--- config.mk ---
export PLATFORM = sky130hd
export DESIGN_NAME = g7_stimulus_seq
export DESIGN_NICKNAME = d
export VERILOG_FILES = /design/src/rtl/g7_pkg.sv /design/src/rtl/g7_step_timer.sv /design/src/rtl/g7_stimulus_seq.sv
export SDC_FILE = /design/constraint.sdc
export NUM_CORES = 1
export LEC_CHECK = 0
export BUFFER_PORTS_ARGS = -buffer_cell sky130_fd_sc_hd__buf_2
export CAP_MARGIN = 5
export CORE_ASPECT_RATIO = 0.6
export CORE_UTILIZATION = 40
export CTS_CLUSTER_DIAMETER = 50
export DETAILED_ROUTE_END_ITERATION = 6
export SLEW_MARGIN = 30
export SYNTH_ARGS = -nofsm -noshare
export SYNTH_HDL_FRONTEND = slang
export SYNTH_SLANG_ARGS = --single-unit
--- constraint.sdc ---
create_clock -name clk -period 2 [get_ports clk]
set_input_delay 0.3 -clock clk [delete_from_list [all_inputs] [get_ports clk]]
set_output_delay 0.3 -clock clk [all_outputs]
set_load 0.1 [all_outputs]
--- src/rtl/g7_pkg.sv ---
// Shared types and constants for the Guide 07 stimulus/capture sequencer.
package g7_pkg;

  typedef enum logic [1:0] {
    IDLE = 2'd0,
    RUN  = 2'd1,
    DONE = 2'd2
  } g7_state_t;

  localparam int         G7_NUM_VECTORS      = 8;
  localparam logic [7:0] G7_EXPECTED_DEFAULT = 8'h95;

  // Operand triple {x, y, select} for a vector index.
  function automatic logic [2:0] g7_vec(input logic [2:0] idx);
    return {idx[2], idx[1], ~idx[0]};
  endfunction

endpackage

--- src/rtl/g7_step_timer.sv ---
// Modulo-STEP_CYCLES settle counter; tick marks the last cycle of a vector.
module g7_step_timer #(
  parameter int STEP_CYCLES = 2
) (
  input  logic clk,
  input  logic reset,
  input  logic en_i,
  input  logic clr_i,
  output logic tick_o
);

  localparam int            W    = $clog2(STEP_CYCLES + 1);
  localparam logic [W-1:0]  LAST = W'(STEP_CYCLES - 1);

  logic [W-1:0] cnt_q, cnt_d;

  assign tick_o = en_i && (cnt_q == LAST);

  always_comb begin
    cnt_d = cnt_q;
    if (clr_i)     cnt_d = '0;
    else if (en_i) cnt_d = tick_o ? '0 : cnt_q + 1'b1;
  end

  always_ff @(posedge clk or posedge reset) begin
    if (reset) cnt_q <= '0;
    else       cnt_q <= cnt_d;
  end

endmodule

--- src/rtl/g7_stimulus_seq.sv ---
// Steps the AND/NAND mux datapath through all eight vectors, captures s_in
// per vector into result and compares the word against a golden value.
module g7_stimulus_seq
  import g7_pkg::*;
#(
  parameter int         STEP_CYCLES = 2,
  parameter logic [7:0] EXPECTED    = G7_EXPECTED_DEFAULT
) (
  input  logic       clk,
  input  logic       reset,
  input  logic       start,
  input  logic       hold,
  input  logic       s_in,
  output logic       x,
  output logic       y,
  output logic       select,
  output logic       busy,
  output logic       valid,
  output logic       done,
  output logic [7:0] result,
  output logic       pass
);

  localparam logic [2:0] LAST_IDX = 3'(G7_NUM_VECTORS - 1);

  g7_state_t  state_q, state_d;
  logic [2:0] idx_q, idx_d;
  logic [2:0] ops_q, ops_d;
  logic [7:0] result_q, result_d;
  logic       pass_q, pass_d;
  logic       tick;
  logic       timer_en, timer_clr;

  assign timer_en  = (state_q == RUN) && !hold;
  assign timer_clr = (state_q == IDLE) && start;

  g7_step_timer #(.STEP_CYCLES(STEP_CYCLES)) u_timer (
    .clk    (clk),
    .reset  (reset),
    .en_i   (timer_en),
    .clr_i  (timer_clr),
    .tick_o (tick)
  );

  always_comb begin
    state_d  = state_q;
    idx_d    = idx_q;
    ops_d    = ops_q;
    result_d = result_q;
    pass_d   = pass_q;
    unique case (state_q)
      IDLE: if (start) begin
        state_d  = RUN;
        idx_d    = '0;
        ops_d    = g7_vec(3'd0);
        result_d = '0;
        pass_d   = 1'b0;
      end
      RUN: if (tick) begin
        result_d[idx_q] = s_in;
        idx_d           = idx_q + 3'd1;
        // Last vector keeps its operands on the bus after the run.
        if (idx_q == LAST_IDX) begin
          state_d = DONE;
          pass_d  = (result_d == EXPECTED);
        end else begin
          ops_d = g7_vec(idx_q + 3'd1);
        end
      end
      DONE:    state_d = IDLE;
      default: state_d = IDLE;
    endcase
  end

  always_ff @(posedge clk or posedge reset) begin
    if (reset) begin
      state_q  <= IDLE;
      idx_q    <= '0;
      ops_q    <= '0;
      result_q <= '0;
      pass_q   <= 1'b0;
    end else begin
      state_q  <= state_d;
      idx_q    <= idx_d;
      ops_q    <= ops_d;
      result_q <= result_d;
      pass_q   <= pass_d;
    end
  end

  assign {x, y, select} = ops_q;
  assign busy   = (state_q == RUN);
  assign done   = (state_q == DONE);
  assign valid  = tick;
  assign result = result_q;
  assign pass   = pass_q;

endmodule

==> run_results.csv, run 1 <==
group,metric,value,unit
critical_path,cp.arrival,1560,ps
clock_tree,cts.clk_slew.worst_paths,70,ps
synth,synth_edf_count,0,
critical_path,cp_max_fo,7,
global_route,first_global_vias,818,
floorplan,die_w,70.9,um
clock_tree,worstSkewPairLatency,250,ps
outcome,outcome,"finished, final reports clean",
layout,n_antenna_cell,0,
placement,dp.cells,159,
global_route,grt_max_degree,20,
global_route,grt.overflow.total,0,
global_route,antenna_found_initial,0,
timing,maxSlewViolCount,0,
clock_tree,cts.repair.resized,0,
routing,drc,0,
synth,ys_ff_latch,19,
layout,drive_gt1_share,34.4,%
timing,clock_skew,0.681,ps
critical_path,max_stage_delay,440,ps
synth,yosysWarnings,0,
critical_path,crit_required,1700,ps
routing,ant_nets,0,
layout,multi_input_area,597,um^2
floorplan,pin_count,20,
synth,netlist-cell-type-count,46,
global_route,grtUsageTotal,17.4,%
timing,rsz0062_at_grt,"no",
floorplan,start_util,43.9,%
routing,vias,901,
clock_tree,clk_root_buffer_cell,"clkbuf_8",
clock_tree,h-tree-depth,1,
timing,fin_setup_tns,0,ps
timing,setup_viol,0,
routing,viasPerCell,5.53,
synth,yosysMostFrequentCell,"dfrtp_1",
job,drv_cap,0,
routing,wl,2310,um
clock_tree,cts_hold_buffers,0,
critical_path,worstPathCellList,"nand4bb_4, nor2_4, clkbuf_4",
global_route,grt_pass1_wl,3950,um
critical_path,crit_type,"flop to output pin",
synth,ys_top_cells_by_count,"dfrtp_1, inv_1, mux2_2, nand2_1, nor3_1",
synth,synthTopCellsByArea,"dfrtp_1, mux2_2, inv_1",
layout,seq_area,475,um^2
timing,hold_slack,149,ps
clock_tree,numCtsBuffers,3,
floorplan,dieArea,3070,um^2
critical_path,crit_slowest_cell,"dfrtp_1",
critical_path,cp-end-kind,"output pin",
routing,wire_per_inst,14.1,um
clock_tree,cts.path.max_buffers,2,
hold_path,hp-class,"input pin to asynchronous set/reset pin",
layout,syn_to_final_growth,15.6,%
clock_tree,postCtsSetupBuffers,0,
clock_tree,cts_tree,"yes",
placement,port_buffers,19,
clock_tree,clkSinkCount,19,
layout,nets,139,
timing,period_share,93.0,%
placement,gp_congestion,0.791,
floorplan,num_rows,14,
routing,dr.first_iter.drc_count,72,
synth,synth_ff_type,"dfrtp_1",
routing,drt-pass1-iter-count,6,
synth,yosysSeqAreaShare,41.8,%
floorplan,die_h,43.3,um
critical_path,cp.buffers_inverters,1,
synth,netlist_area,1140,um^2
synth,netlist_instances,110,
synth,synth_area_per_cell,10.4,um^2
placement,dp_hpwl,1780,um
timing,tightest_slew,716,ps
synth,yosys.area.top_type,"dfrtp_1",
synth,syn_nets,117,
floorplan,core_area,2590,um^2
timing,relSlewSlack,52.2,%
timing,clock.fmax,538,MHz
critical_path,crit_family,"simple AND/OR/NAND/NOR gates",
synth,synthDominantCellAreaShare,41.8,%
timing,min_period,1860,ps
layout,final_cells,163,
critical_path,cp-start-kind,"flop",
layout,fill_cells,254,
synth,synth-async-reset-ratio,100,%
timing,hold_viol,0,
metrics by stage:
stage                     instance area, um^2  util (%)  worst slack [ps]
after floorplan                          1140         -              74.8
after global placement                   1270      48.9               270
after detailed placement                 1270      48.9               264
after CTS                                1310      50.7              42.3
after global routing                     1320      50.8              62.9
final                                    1320      50.8               141
layout make-up:
cell class	count	area share, %
Timing Repair Buffer	22	9.13
Multi-Input combinational cell	76	45.3
Clock buffer	3	3.14
Tap cell	32	3.04
Inverter	10	2.85
Sequential cell	19	36.1
Clock inverter	1	0.380
layout by cell type (no fill, tap or decap), types with 2 or more instances in the layout:
master and instances:
dfrtp_1 19, buf_2 18, inv_1 10, mux2_2 6, nand2_1 6, nor3_1 5
a21oi_1 4, o32ai_1 4, o21ai_1 4, o21ai_0 4, clkbuf_8 3, buf_4 3
or3b_1 2, o31ai_1 2, nand3b_1 2, and2_1 2, nor3b_1 2, a22o_1 2
ha_1 2
sequential cells by signal (all words and copies together), names as in the netlist:
signal         count
idx_q              3
ops_q              3
pass               1
result             8
state_q            2
u_timer.cnt_q      2
metal layers:
metal | wire length, um | track usage (%) | part of all wire (%)
met1 | 1320 | 27.5 | 57
met2 | 839 | 22.1 | 36
met3 | 122 | 5.70 | 5.3
met4 | 19 | 4.80 | 0.82
met5 | 0 | 0 | 0
final timing paths:
check	startpoint	endpoint	slack, ps	cells past startpoint
max	state_q[1]$_DFFE_PP0P_	valid	140	3
min	reset	idx_q[1]$_DFFE_PP0P_	150	2
max reg2reg	idx_q[2]$_DFFE_PP0P_	pass$_DFFE_PP0P_	240	4
min reg2reg	ops_q[2]$_DFFE_PP0P_	ops_q[2]$_DFFE_PP0P_	500	1
max in group asynchronous	reset	result[0]$_DFFE_PP0P_	1400	2
min in group clk	start	state_q[0]$_DFFE_PP0P_	350	3
cell families after synthesis:
logic type | share of synthesized area (%)
compound gates | 21.4
fa+ha+maj | 2.20
buf+inv | 6.26
flops | 41.8
mux | 6.81
simple gates | 21.5
Power of run 1 is left out: the tool's default activity adds up to more than one toggle a clock period on the data nets, which glitch-free logic cannot reach.
==> run 2, diff against run 1 <==
--- a/config.mk
+++ b/config.mk
@@ -11,6 +11,8 @@
 export CORE_UTILIZATION = 40
 export CTS_CLUSTER_DIAMETER = 50
 export DETAILED_ROUTE_END_ITERATION = 6
+export GPL_TIMING_DRIVEN = 0
+export MAX_ROUTING_LAYER = met4
 export SLEW_MARGIN = 30
 export SYNTH_ARGS = -nofsm -noshare
 export SYNTH_HDL_FRONTEND = slang
==> run 2 against run 1 <==
  * Final cell count grew 0.61%
  * Clock-buffer cell count is 1 higher
  * Critical path depth stayed put
  * Global-route usage is 3.1 points higher
  * Worst hold slack gained 7.4 ps
  * Setup slack gained 5.6 ps
  * Highest routed layer unchanged
==> run_results.csv, run 2 (synthesis results as in run 1) <==
group,metric,value,unit
routing,drc,0,
timing,clock.fmax,540,MHz
layout,drive_gt1_share,34.1,%
timing,clock_skew,6.27,ps
floorplan,die_w,70.9,um
floorplan,dieArea,3070,um^2
clock_tree,cts_tree,"yes",
timing,min_period,1850,ps
critical_path,crit_type,"flop to output pin",
global_route,grtUsageTotal,20.5,%
clock_tree,cts.clk_slew.worst_paths,70,ps
timing,rsz0062_at_grt,"no",
global_route,antenna_found_initial,0,
timing,maxSlewViolCount,0,
critical_path,cp-start-kind,"flop",
timing,tightest_slew,745,ps
clock_tree,cts_hold_buffers,0,
job,drv_cap,0,
routing,wire_per_inst,15.7,um
layout,mostFrequentLayoutCell,"buf_2",
clock_tree,numCtsBuffers,3,
hold_path,hp-class,"input pin to asynchronous set/reset pin",
floorplan,num_rows,14,
layout,fill_cells,258,
routing,vias,951,
layout,nets,140,
clock_tree,worstSkewPairLatency,260,ps
global_route,first_global_vias,871,
placement,dp_hpwl,1900,um
timing,fin_setup_tns,0,ps
critical_path,cp-end-kind,"output pin",
timing,setup_viol,0,
critical_path,cp.arrival,1550,ps
routing,ant_nets,0,
critical_path,crit_required,1700,ps
global_route,grt_max_degree,20,
clock_tree,postCtsSetupBuffers,0,
global_route,grt.overflow.total,0,
floorplan,core_area,2590,um^2
layout,n_antenna_cell,0,
clock_tree,clkSinkCount,19,
outcome,outcome,"finished, final reports clean",
routing,wl,2580,um
floorplan,die_h,43.3,um
routing,drt-pass1-iter-count,6,
placement,gp_congestion,0.860,
layout,largest_reg_flops,8,
floorplan,pin_count,20,
floorplan,start_util,43.9,%
placement,port_buffers,18,
clock_tree,cts.path.max_buffers,2,
clock_tree,h-tree-depth,1,
routing,dr.first_iter.drc_count,85,
routing,viasPerCell,5.80,
global_route,grt_pass1_wl,4440,um
layout,syn_to_final_growth,16.0,%
timing,hold_viol,0,
layout,final_cell_mix,"buf_2, dfrtp_1, inv_1",
critical_path,cp_max_fo,7,
timing,relSlewSlack,50.3,%
timing,period_share,92.7,%
clock_tree,clk_root_buffer_cell,"clkbuf_8",
## run 2: cell types whose count changed in the layout (fill, tap and decap cells not counted), sizes merged
cell    before  now
clkinv       1    0
buf         21   23
## run 2: repair_timing
action                     4_1_cts  5_1_grt
hold endpoints to repair         0        0
gates resized for setup          1        0
setup endpoints to repair        1        0
## run 2: layer usage
layer / GRT usage [%] / vias up / routed length, um
li1: - / 459 / -
met1: 30.6 / 456 / 1360
met2: 26.2 / 30 / 1050
met3: 5.94 / 6 / 148
met4: 6.00 / 0 / 29
met5: - / - / 0
## run 2: worst max-delay path: stages, from the launching register on
cell	delay, ps
dfrtp_1	450
nand4bb_4	300
nor2_4	220
buf_4	330
## run 2: path summary, 6_finish.rpt
check                                        from                     to  slack, ps  depth (start not counted)
max                        state_q[1]$_DFFE_PP0P_                  valid        150                          3
max in group asynchronous                   reset  result[2]$_DFFE_PP0P_       1370                          2
min                                         reset   ops_q[0]$_DFFE_PP0P_        160                          2
min in group clk                             s_in  result[0]$_DFFE_PP0P_        350                          3
min reg2reg                  ops_q[2]$_DFFE_PP0P_   ops_q[2]$_DFFE_PP0P_        500                          1
max reg2reg                  idx_q[1]$_DFFE_PP0P_       pass$_DFFE_PP0P_        210                          5
## run 2: layout make-up
class	instances	area [um^2]	share of cell area [%]
Buffer	5	33.8	2.56
Tap cell	32	40.0	3.03
Multi-Input combinational cell	76	597	45.2
Sequential cell	19	475	36.0
Inverter	10	37.5	2.84
Timing Repair Buffer	18	92.6	7.01
Clock buffer	4	45.0	3.41
## run 2: per-stage QoR
stage | hold WS (ps) | instances | util (%) | instance area, um^2 | setup WS (ps)
global route | 232 | 164 | 51.0 | 1320 | 64.2
CTS | 188 | 164 | 51.0 | 1320 | 124
floorplan | 251 | 110 | - | 1140 | 74.8
finish | 157 | 164 | 51.0 | 1320 | 146
detailed placement | 470 | 160 | 49.1 | 1270 | 262
global placement | 463 | 160 | 49.1 | 1270 | 290
Power of run 2 is left out for the same reason.
==> run 3, diff against run 2 <==
==> constraint.sdc (replaced) <==
create_clock -name clk -period 2 [get_ports clk]
set_input_delay 0.3 -clock clk [delete_from_list [all_inputs] [get_ports clk]]
set_output_delay 0.3 -clock clk [all_outputs]
set_load 0.02 [all_outputs]
==> run 3 against run 2 <==
  * Critical path depth stayed put
  * Critical endpoint unchanged
  * Routed wire length is 4.0% lower
  * Sequential share of layout area is 0.21 points higher
  * Largest cell class unchanged
  * Critical path type unchanged
==> run_results.csv, run 3 (synthesis results as in run 1) <==
group,metric,value,unit
timing,clock.fmax,580,MHz
critical_path,crit_required,1700,ps
timing,tightest_slew,741,ps
global_route,grtUsageTotal,19.4,%
routing,drc,0,
layout,fin_util,50.7,%
global_route,antenna_found_initial,0,
routing,dr.first_iter.drc_count,110,
placement,dp_hpwl,1870,um
routing,wl,2480,um
critical_path,cp.buffers_inverters,1,
critical_path,cp_max_fo,7,
floorplan,die_h,43.3,um
critical_path,max_stage_delay,440,ps
placement,gp_congestion,0.841,
placement,port_buffers,18,
timing,fin_setup_tns,0,ps
power,p_leak,0.590,nW
global_route,grt_pass1_wl,4280,um
floorplan,die_w,70.9,um
timing,setup_viol,0,
routing,viasPerCell,5.69,
routing,drt-pass1-iter-count,6,
global_route,grt.overflow.total,0,
timing,rsz0062_at_grt,"no",
routing,vias,933,
layout,n_antenna_cell,0,
layout,nets,140,
floorplan,dieArea,3070,um^2
clock_tree,cts_hold_buffers,0,
layout,fill_cells,254,
timing,clock_skew,1.19,ps
hold_path,hp-class,"input pin to asynchronous set/reset pin",
critical_path,worstPathCellList,"nand4bb_4, nor2_4, buf_2",
layout,drive_gt1_share,32.6,%
critical_path,cp-end-kind,"output pin",
clock_tree,clkSinkCount,19,
clock_tree,cts_tree,"yes",
outcome,outcome,"finished, final reports clean",
timing,hold_viol,0,
critical_path,crit_slowest_cell,"dfrtp_1",
critical_path,reg2reg_slack,290,ps
global_route,grt_max_degree,20,
clock_tree,postCtsSetupBuffers,0,
clock_tree,h-tree-depth,1,
timing,relSlewSlack,50.6,%
timing,min_period,1720,ps
clock_tree,cts.repair.resized,0,
clock_tree,cts.path.max_buffers,2,
critical_path,cp.arrival,1420,ps
critical_path,cp-start-kind,"flop",
clock_tree,numCtsBuffers,3,
routing,wire_per_inst,15.1,um
timing,maxSlewViolCount,0,
timing,hold_slack,158,ps
global_route,first_global_vias,895,
layout,largest_reg_flops,8,
clock_tree,clk_root_buffer_cell,"clkbuf_8",
critical_path,crit_type,"flop to output pin",
power,power_density,1550,nW/um^2
critical_path,crit_family,"simple AND/OR/NAND/NOR gates",
job,drv_cap,0,
critical_path,r2r_end,"ops_q[0]$_DFFE_PP0P_",
power,peakVddDrop,0.696,mV
floorplan,num_rows,14,
timing,period_share,86.2,%
critical_path,r2r_start,"idx_q[1]$_DFFE_PP0P_",
layout,syn_to_final_growth,15.4,%
layout,mostFrequentLayoutCell,"buf_2",
clock_tree,cts.clk_slew.worst_paths,70,ps
layout,final_cell_mix,"buf_2, dfrtp_1, inv_1",
critical_path,r2r_cells,5,
critical_path,path_depth,3,
floorplan,start_util,43.9,%
routing,ant_nets,0,
floorplan,core_area,2590,um^2
floorplan,pin_count,20,
clock_tree,worstSkewPairLatency,260,ps
==> run 3: worst max path at each step <==
stage | startpoint | end | slack [ps]
finish | state_q[1]$_DFFE_PP0P_ | valid | 280
global route | idx_q[1]$_DFFE_PP0P_ | ops_q[0]$_DFFE_PP0P_ | 170
detailed placement | idx_q[1]$_DFFE_PP0P_ | ops_q[0]$_DFFE_PP0P_ | 290
CTS | state_q[1]$_DFFE_PP0P_ | valid | 270
global placement | idx_q[1]$_DFFE_PP0P_ | ops_q[2]$_DFFE_PP0P_ | 340
floorplan | idx_q[1]$_DFFE_PP0P_ | pass$_DFFE_PP0P_ | 500
==> run 3: report_power, final <==
group	internal [mW]	total [mW]	switching, mW
Combinational	0.460	1.08	0.617
Clock	0.142	0.267	0.125
Sequential	0.528	0.685	0.157
==> run 3: layout make-up <==
class | instances | area, um^2 | area share (%)
Tap cell | 32 | 40.0 | 3.05
Inverter | 10 | 37.5 | 2.86
Buffer | 5 | 33.8 | 2.57
Clock buffer | 4 | 45.0 | 3.43
Sequential cell | 19 | 475 | 36.2
Multi-Input combinational cell | 76 | 592 | 45.0
Timing Repair Buffer | 18 | 90.1 | 6.86
==> run 3: routing by layer <==
metal  GRT usage, %  up-vias  routed length, um
met2           28.7       28                988
met4           3.60        0                 12
li1               -      460                  -
met1           26.6      443               1330
met5              -        -                  0
met3           5.70        2                144
==> run 3: metrics by stage <==
| stage | power, mW | instances | area (um^2) | setup slack (ps) |
|---|---|---|---|---|
| 2_1_floorplan | 1.48 | 110 | 1140 | 499 |
| 4_1_cts | 2.05 | 164 | 1310 | 272 |
| 5_1_grt | 2.18 | 164 | 1310 | 168 |
| 3_3_place_gp | 1.75 | 160 | 1270 | 338 |
| 6_report | 2.03 | 164 | 1310 | 276 |
| 3_5_place_dp | 1.77 | 160 | 1270 | 295 |
Power figures use the tool's default switching activity.
